`config.mk`:
```
export PLATFORM = sky130hd
export DESIGN_NAME = ast_alert_ack_ctrl
export DESIGN_NICKNAME = d
export VERILOG_FILES = /design/src/rtl/my_pkg.sv /design/src/rtl/ast_alert_rr_arb.sv /design/src/rtl/ast_alert_ack_ctrl.sv
export SDC_FILE = /design/constraint.sdc
export NUM_CORES = 1
export LEC_CHECK = 0
export CORE_MARGIN = 2
export CORE_UTILIZATION = 50
export DETAILED_ROUTE_END_ITERATION = 7
export HOLD_SLACK_MARGIN = 0.05
export PLACE_DENSITY = 0.89
export SKIP_CTS_REPAIR_TIMING = 1
export SYNTH_ARGS = -nofsm -noshare
export SYNTH_HDL_FRONTEND = slang
export SYNTH_SLANG_ARGS = --single-unit
```
`constraint.sdc`:
```
create_clock -name clk_i -period 2.4 [get_ports clk_i]
set_input_delay 0.36 -clock clk_i [delete_from_list [all_inputs] [get_ports clk_i]]
set_output_delay 0.36 -clock clk_i [all_outputs]
set_load 0.03 [all_outputs]
```
`src/rtl/my_pkg.sv`:
```
// Shared AST alert types: request/ack bundles and the ack sequencer state.
package my_pkg;

  localparam int AstNumAlerts = 2;

  typedef struct packed {
    logic p;
    logic n;
  } ast_dif_t;

  typedef struct packed {
    ast_dif_t [AstNumAlerts-1:0] alerts;
  } ast_alert_req_t;

  typedef struct packed {
    ast_dif_t [AstNumAlerts-1:0] alerts_ack;
  } ast_alert_rsp_t;

  typedef enum logic {
    AckIdle,
    AckActive
  } ast_ack_state_e;

endpackage

```
`src/rtl/ast_alert_rr_arb.sv`:
```
// Combinational round-robin arbiter: first eligible index after `last`.
module ast_alert_rr_arb #(
  parameter int NumReq = 2,
  parameter int IdxW   = (NumReq > 1) ? $clog2(NumReq) : 1
) (
  input  logic [NumReq-1:0] eligible,
  input  logic [IdxW-1:0]   last,
  output logic [NumReq-1:0] gnt,
  output logic [IdxW-1:0]   gnt_idx
);

  logic            found;
  logic [IdxW-1:0] idx;
  int              j;

  always_comb begin
    gnt     = '0;
    gnt_idx = '0;
    found   = 1'b0;
    idx     = '0;
    j       = 0;
    for (int k = 1; k <= NumReq; k++) begin
      j   = (int'(last) + k) % NumReq;
      idx = IdxW'(j);
      if (!found && eligible[idx]) begin
        found   = 1'b1;
        gnt_idx = idx;
      end
    end
    gnt[gnt_idx] = found;
  end

endmodule

```
`src/rtl/ast_alert_ack_ctrl.sv`:
```
// Round-robin four-phase acknowledger for AST alerts with timeout lockout.
module ast_alert_ack_ctrl
  import my_pkg::*;
#(
  parameter int TimeoutCycles = 16
) (
  input  logic                    clk_i,
  input  logic                    rst_ni,
  input  ast_alert_req_t          alert_req_i,
  output ast_alert_rsp_t          alert_rsp_o,
  output logic [AstNumAlerts-1:0] alert_event_o,
  output logic [AstNumAlerts-1:0] alert_timeout_o,
  output logic                    busy_o
);

  localparam int N    = AstNumAlerts;
  localparam int IdxW = (N > 1) ? $clog2(N) : 1;
  localparam int CntW = $clog2(TimeoutCycles);

  ast_ack_state_e  state_q, state_d;
  logic [N-1:0]    req, elig, gnt;
  logic [N-1:0]    ack_q, ack_d;
  logic [N-1:0]    evt_q, evt_d;
  logic [N-1:0]    tmo_q, tmo_d;
  logic [N-1:0]    stuck_q, stuck_d;
  logic [IdxW-1:0] sel_q, sel_d;
  logic [IdxW-1:0] last_q, last_d;
  logic [IdxW-1:0] gnt_idx;
  logic [CntW-1:0] cnt_q, cnt_d;
  logic [N-1:0]    unused_n;

  always_comb begin
    for (int i = 0; i < N; i++) begin
      req[i]      = alert_req_i.alerts[i].p;
      unused_n[i] = alert_req_i.alerts[i].n;
    end
  end

  assign elig = req & ~stuck_q;

  ast_alert_rr_arb #(
    .NumReq(N),
    .IdxW  (IdxW)
  ) u_arb (
    .eligible(elig),
    .last    (last_q),
    .gnt     (gnt),
    .gnt_idx (gnt_idx)
  );

  always_comb begin
    state_d = state_q;
    ack_d   = ack_q;
    evt_d   = '0;
    tmo_d   = '0;
    sel_d   = sel_q;
    last_d  = last_q;
    cnt_d   = cnt_q;
    stuck_d = stuck_q & req;
    unique case (state_q)
      AckIdle: begin
        if (|elig) begin
          ack_d   = gnt;
          sel_d   = gnt_idx;
          last_d  = gnt_idx;
          cnt_d   = '0;
          state_d = AckActive;
        end
      end
      AckActive: begin
        cnt_d = cnt_q + 1'b1;
        // A dropped request takes priority over the deadline.
        if (!req[sel_q]) begin
          ack_d        = '0;
          evt_d[sel_q] = 1'b1;
          state_d      = AckIdle;
        end else if (cnt_q == CntW'(TimeoutCycles - 1)) begin
          ack_d          = '0;
          tmo_d[sel_q]   = 1'b1;
          stuck_d[sel_q] = 1'b1;
          state_d        = AckIdle;
        end
      end
      default: state_d = AckIdle;
    endcase
  end

  always_ff @(posedge clk_i or negedge rst_ni) begin
    if (!rst_ni) begin
      state_q <= AckIdle;
      ack_q   <= '0;
      evt_q   <= '0;
      tmo_q   <= '0;
      stuck_q <= '0;
      sel_q   <= '0;
      last_q  <= IdxW'(N - 1);
      cnt_q   <= '0;
    end else begin
      state_q <= state_d;
      ack_q   <= ack_d;
      evt_q   <= evt_d;
      tmo_q   <= tmo_d;
      stuck_q <= stuck_d;
      sel_q   <= sel_d;
      last_q  <= last_d;
      cnt_q   <= cnt_d;
    end
  end

  always_comb begin
    for (int i = 0; i < N; i++) begin
      alert_rsp_o.alerts_ack[i].p = ack_q[i];
      alert_rsp_o.alerts_ack[i].n = ~ack_q[i];
    end
  end

  assign alert_event_o   = evt_q;
  assign alert_timeout_o = tmo_q;
  assign busy_o          = (state_q == AckActive);

endmodule
```
; ---- Word level (Yosys, flattened, before mapping)
; Index checks and enable logic that the tools add are counted.
[totals]
register_bits = 15
inputBits = 6
wordCells = 67
[op_classes]
n_addsub = 3
order_cmp = 6
eq_ne = 3
n_mux = 32
n_bitwise = 8
n_reduce_logical = 7
[op_table]
columns = cell, count
row1 = 2-bit 2-to-1 mux, 11
row2 = 1-bit 2-to-1 mux, 15
row3 = 1-bit by 2-bit less-than comparator with 1-bit output (second input constant), 4
row4 = 4-bit one-hot mux with 2 select lines, 1
row5 = 2-bit bitwise AND, 3
row6 = 4-bit by 1-bit adder with 4-bit output (second input constant), 1
row7 = 4-bit equality test (second input constant), 1
row8 = 4-bit 2-to-1 mux, 1
row9 = 2-bit one-hot mux with 2 select lines, 1
row10 = 2-bit AND reduction, 2
row11 = 1-bit logical AND, 3
row12 = 3-bit by 2-bit inequality test with 1-bit output (second input constant), 1
row13 = 1-bit NOT, 3
row14 = 1-bit adder (second input constant), 2
row15 = 1-bit demux with 1-bit select, 2
row16 = 1-bit >= comparator (second input constant), 2
row17 = 2-bit inequality test (second input constant), 1
row18 = 2-bit NOT, 1
row19 = 2-bit OR, 1
row20 = 1-bit one-hot mux with 2 select lines, 1
row21 = 2-bit OR reduction, 1
row22 = 1-bit logical NOT, 1

; ---- Logic depth before layout (Yosys ltp)
[depth]
word_depth = 15
ltp_mapped = 4
ltp_nobuf = 4

; ---- Hierarchy
; A second synthesis with hierarchy kept.
[hier_totals]
hier_cells = 67
hier_area_um2 = 711.9
[by_module_without_submodules]
columns = mod, n_inst, cells_per_inst, area_per_inst_um2
row1 = ast_alert_ack_ctrl, 1, 63, 685.7
row2 = ast_alert_rr_arb, 1, 4, 26.3

; ---- Least setup slack after synthesis
; No wires, ideal clock.
[synth_timing]
path_kind = register -> register
from = register ack_q[1] (netlist name)
to = register ack_q[1]
arrival_time_ns = 1.136
required_time_ns = 2.274
slack_ns = 1.138
stages_incl_launch_ff = 4
path_cell_list = dfrtp_1 -> inv_1 -> nor3_2 -> a311o_1
[synth_lines]
columns = element, line
row1 = end signal: assignment, ast_alert_ack_ctrl.sv:100  ; ack_q <= ack_d;
row2 = end: declaration, ast_alert_ack_ctrl.sv:22  ; logic [N-1:0] ack_q, ack_d;

; ---- Worst setup path after layout
[layout_timing]
from = register state_q, in the netlist busy_o
to = output port busy_o
[layout_lines]
columns = element, line
row1 = start: declaration, ast_alert_ack_ctrl.sv:20  ; ast_ack_state_e state_q, state_d;
row2 = start signal: assignment, ast_alert_ack_ctrl.sv:90  ; state_q <= AckIdle;
row3 = start signal: assignment, ast_alert_ack_ctrl.sv:99  ; state_q <= state_d;
row4 = end: declaration, ast_alert_ack_ctrl.sv:13  ; output logic busy_o
; No word-level cell between the ends.

==> metrics.yaml <==
dp_hpwl_um: 937.5
instances_no_fill: 84
avgViaCountPerCell: 5.429
vias: 456
clock_sinks: 15
worstReg2RegStart: "busy_o$_DFF_PN0_"
worstPathRequired_ns: 2.04
path_clk_slew_ns: 0.09
antenna_found_initial: 0
grt_max_degree: 16
ys_types: 27
firstDrtPassIters: 2
setup_viol: 0
die-area_mm2: 0.001661
dp.cells: 80
fp.dieW_um: 40.76
drtIter0Drc: 1
maxCapViolCount: 0
ys.flop_type: "dfrtp_1"
die_h_um: 40.76
h-tree-depth: 1
worst_pin_slew_ns: 0.6476
cp.depth: 1
synthToLayoutAreaGrowth_pct: 23.33
power.density_mw_per_mm2: 1163
core_area_mm2: 0.001285
p_leak_nw: 0.3968
synth_fp_nets: 61
crit_arrival_ns: 1.74
crit_chain: "clkdlybuf4s50_1"
endpoint: "busy_o"
critPathTopFamily: "buffers and inverters"
floorplan.initialDensity_pct: 52.58
outcome: "complete, no violations"
final_core_util_pct: 64.85
skew_ns: 0.003585
route.detailed.drc: 0
rows: 13
clockBufferDepth: 2
finalWirelength_um: 1263
clk_latency_ns: 0.30
slowest_delay_ns: 0.77
grt-ovfl-total: 0
synth_edf_count: 0
cp_max_fo: 14
fmax_ghz: 0.4752
grt_pass1_wl_um: 1938
hold_violations: 0
drive_gt1_share_pct: 20.29
ios: 15
yosysSeqAreaShare_pct: 55.74
ir_drop_v: 0.0005944
synth.avg_cell_area_um2: 12.51
place.port_buffers: 12
fin_crit_ns: 2.104
cts_buffers: 3
hold_path_class: "input pin to asynchronous set/reset pin"
avgRoutedWirePerCell_um: 15.04
critPathSlowestCell: "clkdlybuf4s50_1"
cts-root-buf: "clkbuf_4"
holdWs_ns: 0.4518
worstSetupPathType: "register to output pin"
reg2reg_depth: 3
synth_area_um2: 675.6
worst_setup_path_start_kind: "register"
end_kind: "output pin"
timing.critical_path.buf_inv: 1
maxSlewViolCount: 0
grt_usage_pct: 19.03
gp_congestion: 0.7023
cts_tree: "built"
rsz0062_at_grt: "false"
async_flop_share_pct: 100.0
syn_inst: 54
ys_ff_latch: 15
finalCritPeriodShare_pct: 87.68
r2r_end: "ack_q[0]$_DFFE_PN0P_"
ys_warn_count: 0
n_antenna_cell: 0
slew_headroom_pct: 56.69
detail-route-antenna-nets: 0
power_w: 0.0009690
crit_path_start: "busy_o$_DFF_PN0_"
nets: 77
tns_ns: 0
r2r_slack_ns: 1.02
grt_pass1_vias: 449
==> stage by stage <==
stage          setup WS, ns  area (um2)
5_1_grt              0.2157       833.3
3_5_place_dp         0.6235       803.3
4_1_cts              0.2708       833.3
3_3_place_gp         0.6292       803.3
6_report             0.2956       833.3
2_1_floorplan         1.138       675.6
==> synthesized netlist by cell type, types with 2 or more instances <==
cell | n | area [um2]
nor3b_2 | 2 | 25.02
nor3_2 | 2 | 20.02
dfrtp_1 | 14 | 350.3
a21boi_1 | 2 | 15.01
nor3_1 | 2 | 10.01
inv_1 | 3 | 11.26
nor2_1 | 5 | 18.77
a22o_1 | 3 | 26.28
a21o_1 | 2 | 15.01
a311o_1 | 2 | 20.02
==> how the worst min path moves through the flow <==
stage	startpoint	end	slack (ns)	cells past startpoint
final	rst_ni	cnt_q[0]$_DFFE_PN0P_	0.45	1
after detailed placement	sel_q$_DFFE_PN0P_	alert_event_o[0]$_DFF_PN0_	0.48	1
after floorplan	rst_ni	ack_q[0]$_DFFE_PN0P_	0.06	0
after CTS	rst_ni	cnt_q[0]$_DFFE_PN0P_	0.45	1
after global routing	rst_ni	ack_q[1]$_DFFE_PN0P_	0.49	1
after global placement	sel_q$_DFFE_PN0P_	alert_event_o[0]$_DFF_PN0_	0.48	1
==> flip-flops by register name (all words and copies together) (netlist names) <==
name,flops
stuck_q,2
last_q,1
busy_o,1
sel_q,1
ack_q,2
alert_event_o,2
alert_timeout_o,2
cnt_q,4
==> placed cells by master (no fill, tap or decap), types with 2 or more instances in the layout <==
master | synthesis | final
inv_1 | 3 | 3
dfrtp_1 | 14 | 14
a21o_1 | 2 | 2
clkbuf_4 | 0 | 3
a22o_1 | 3 | 3
clkdlybuf4s50_1 | 0 | 12
nor2_1 | 5 | 5
nor3_1 | 2 | 2
nor3b_2 | 2 | 2
nor3_2 | 2 | 2
a311o_1 | 2 | 2
a21boi_1 | 2 | 2
==> power breakdown <==
group | leakage [nW] | switching [W] | total [W] | internal, W
Clock | 0.0139 | 0.0000895 | 0.000153 | 0.0000636
Sequential | 0.194 | 0.0000970 | 0.000430 | 0.000333
Combinational | 0.189 | 0.000199 | 0.000386 | 0.000186
==> metal layers <==
layer  share of wire [%]  GRT usage [%]
met5                   0              0
met4                0.79          7.500
met3                 5.9          8.152
met2                  53          33.33
met1                  40          19.86
==> kinds of logic (layout without fill, tap and decap cells) <==
| kind of cell | after synthesis | count (layout) | share of synthesized area (%) |
|---|---|---|---|
| compound gates | 12 | 12 | 14.81 |
| xor+xnor | 2 | 2 | 2.593 |
| fa+ha+maj | 1 | 1 | 1.852 |
| buf+inv | 5 | 20 | 3.888 |
| flops | 15 | 15 | 55.74 |
| mux | 1 | 1 | 1.667 |
| simple gates | 18 | 18 | 19.44 |
==> worst register-to-register path, stage by stage (launching register included) <==
cell,delay [ns]
dfrtp_1,0.68
nor3b_2,0.12
a21boi_1,0.16
a311o_1,0.32
==> layout make-up <==
type	count	area, um2
Inverter	4	15.01
Clock buffer	3	22.52
Tap cell	15	18.77
Fill cell	112	451.7
Clock inverter	1	7.507
Sequential cell	15	376.6
Timing Repair Buffer	12	120.1
Multi-Input combinational cell	34	272.8
No activity file was read; power rests on OpenSTA's default activity.
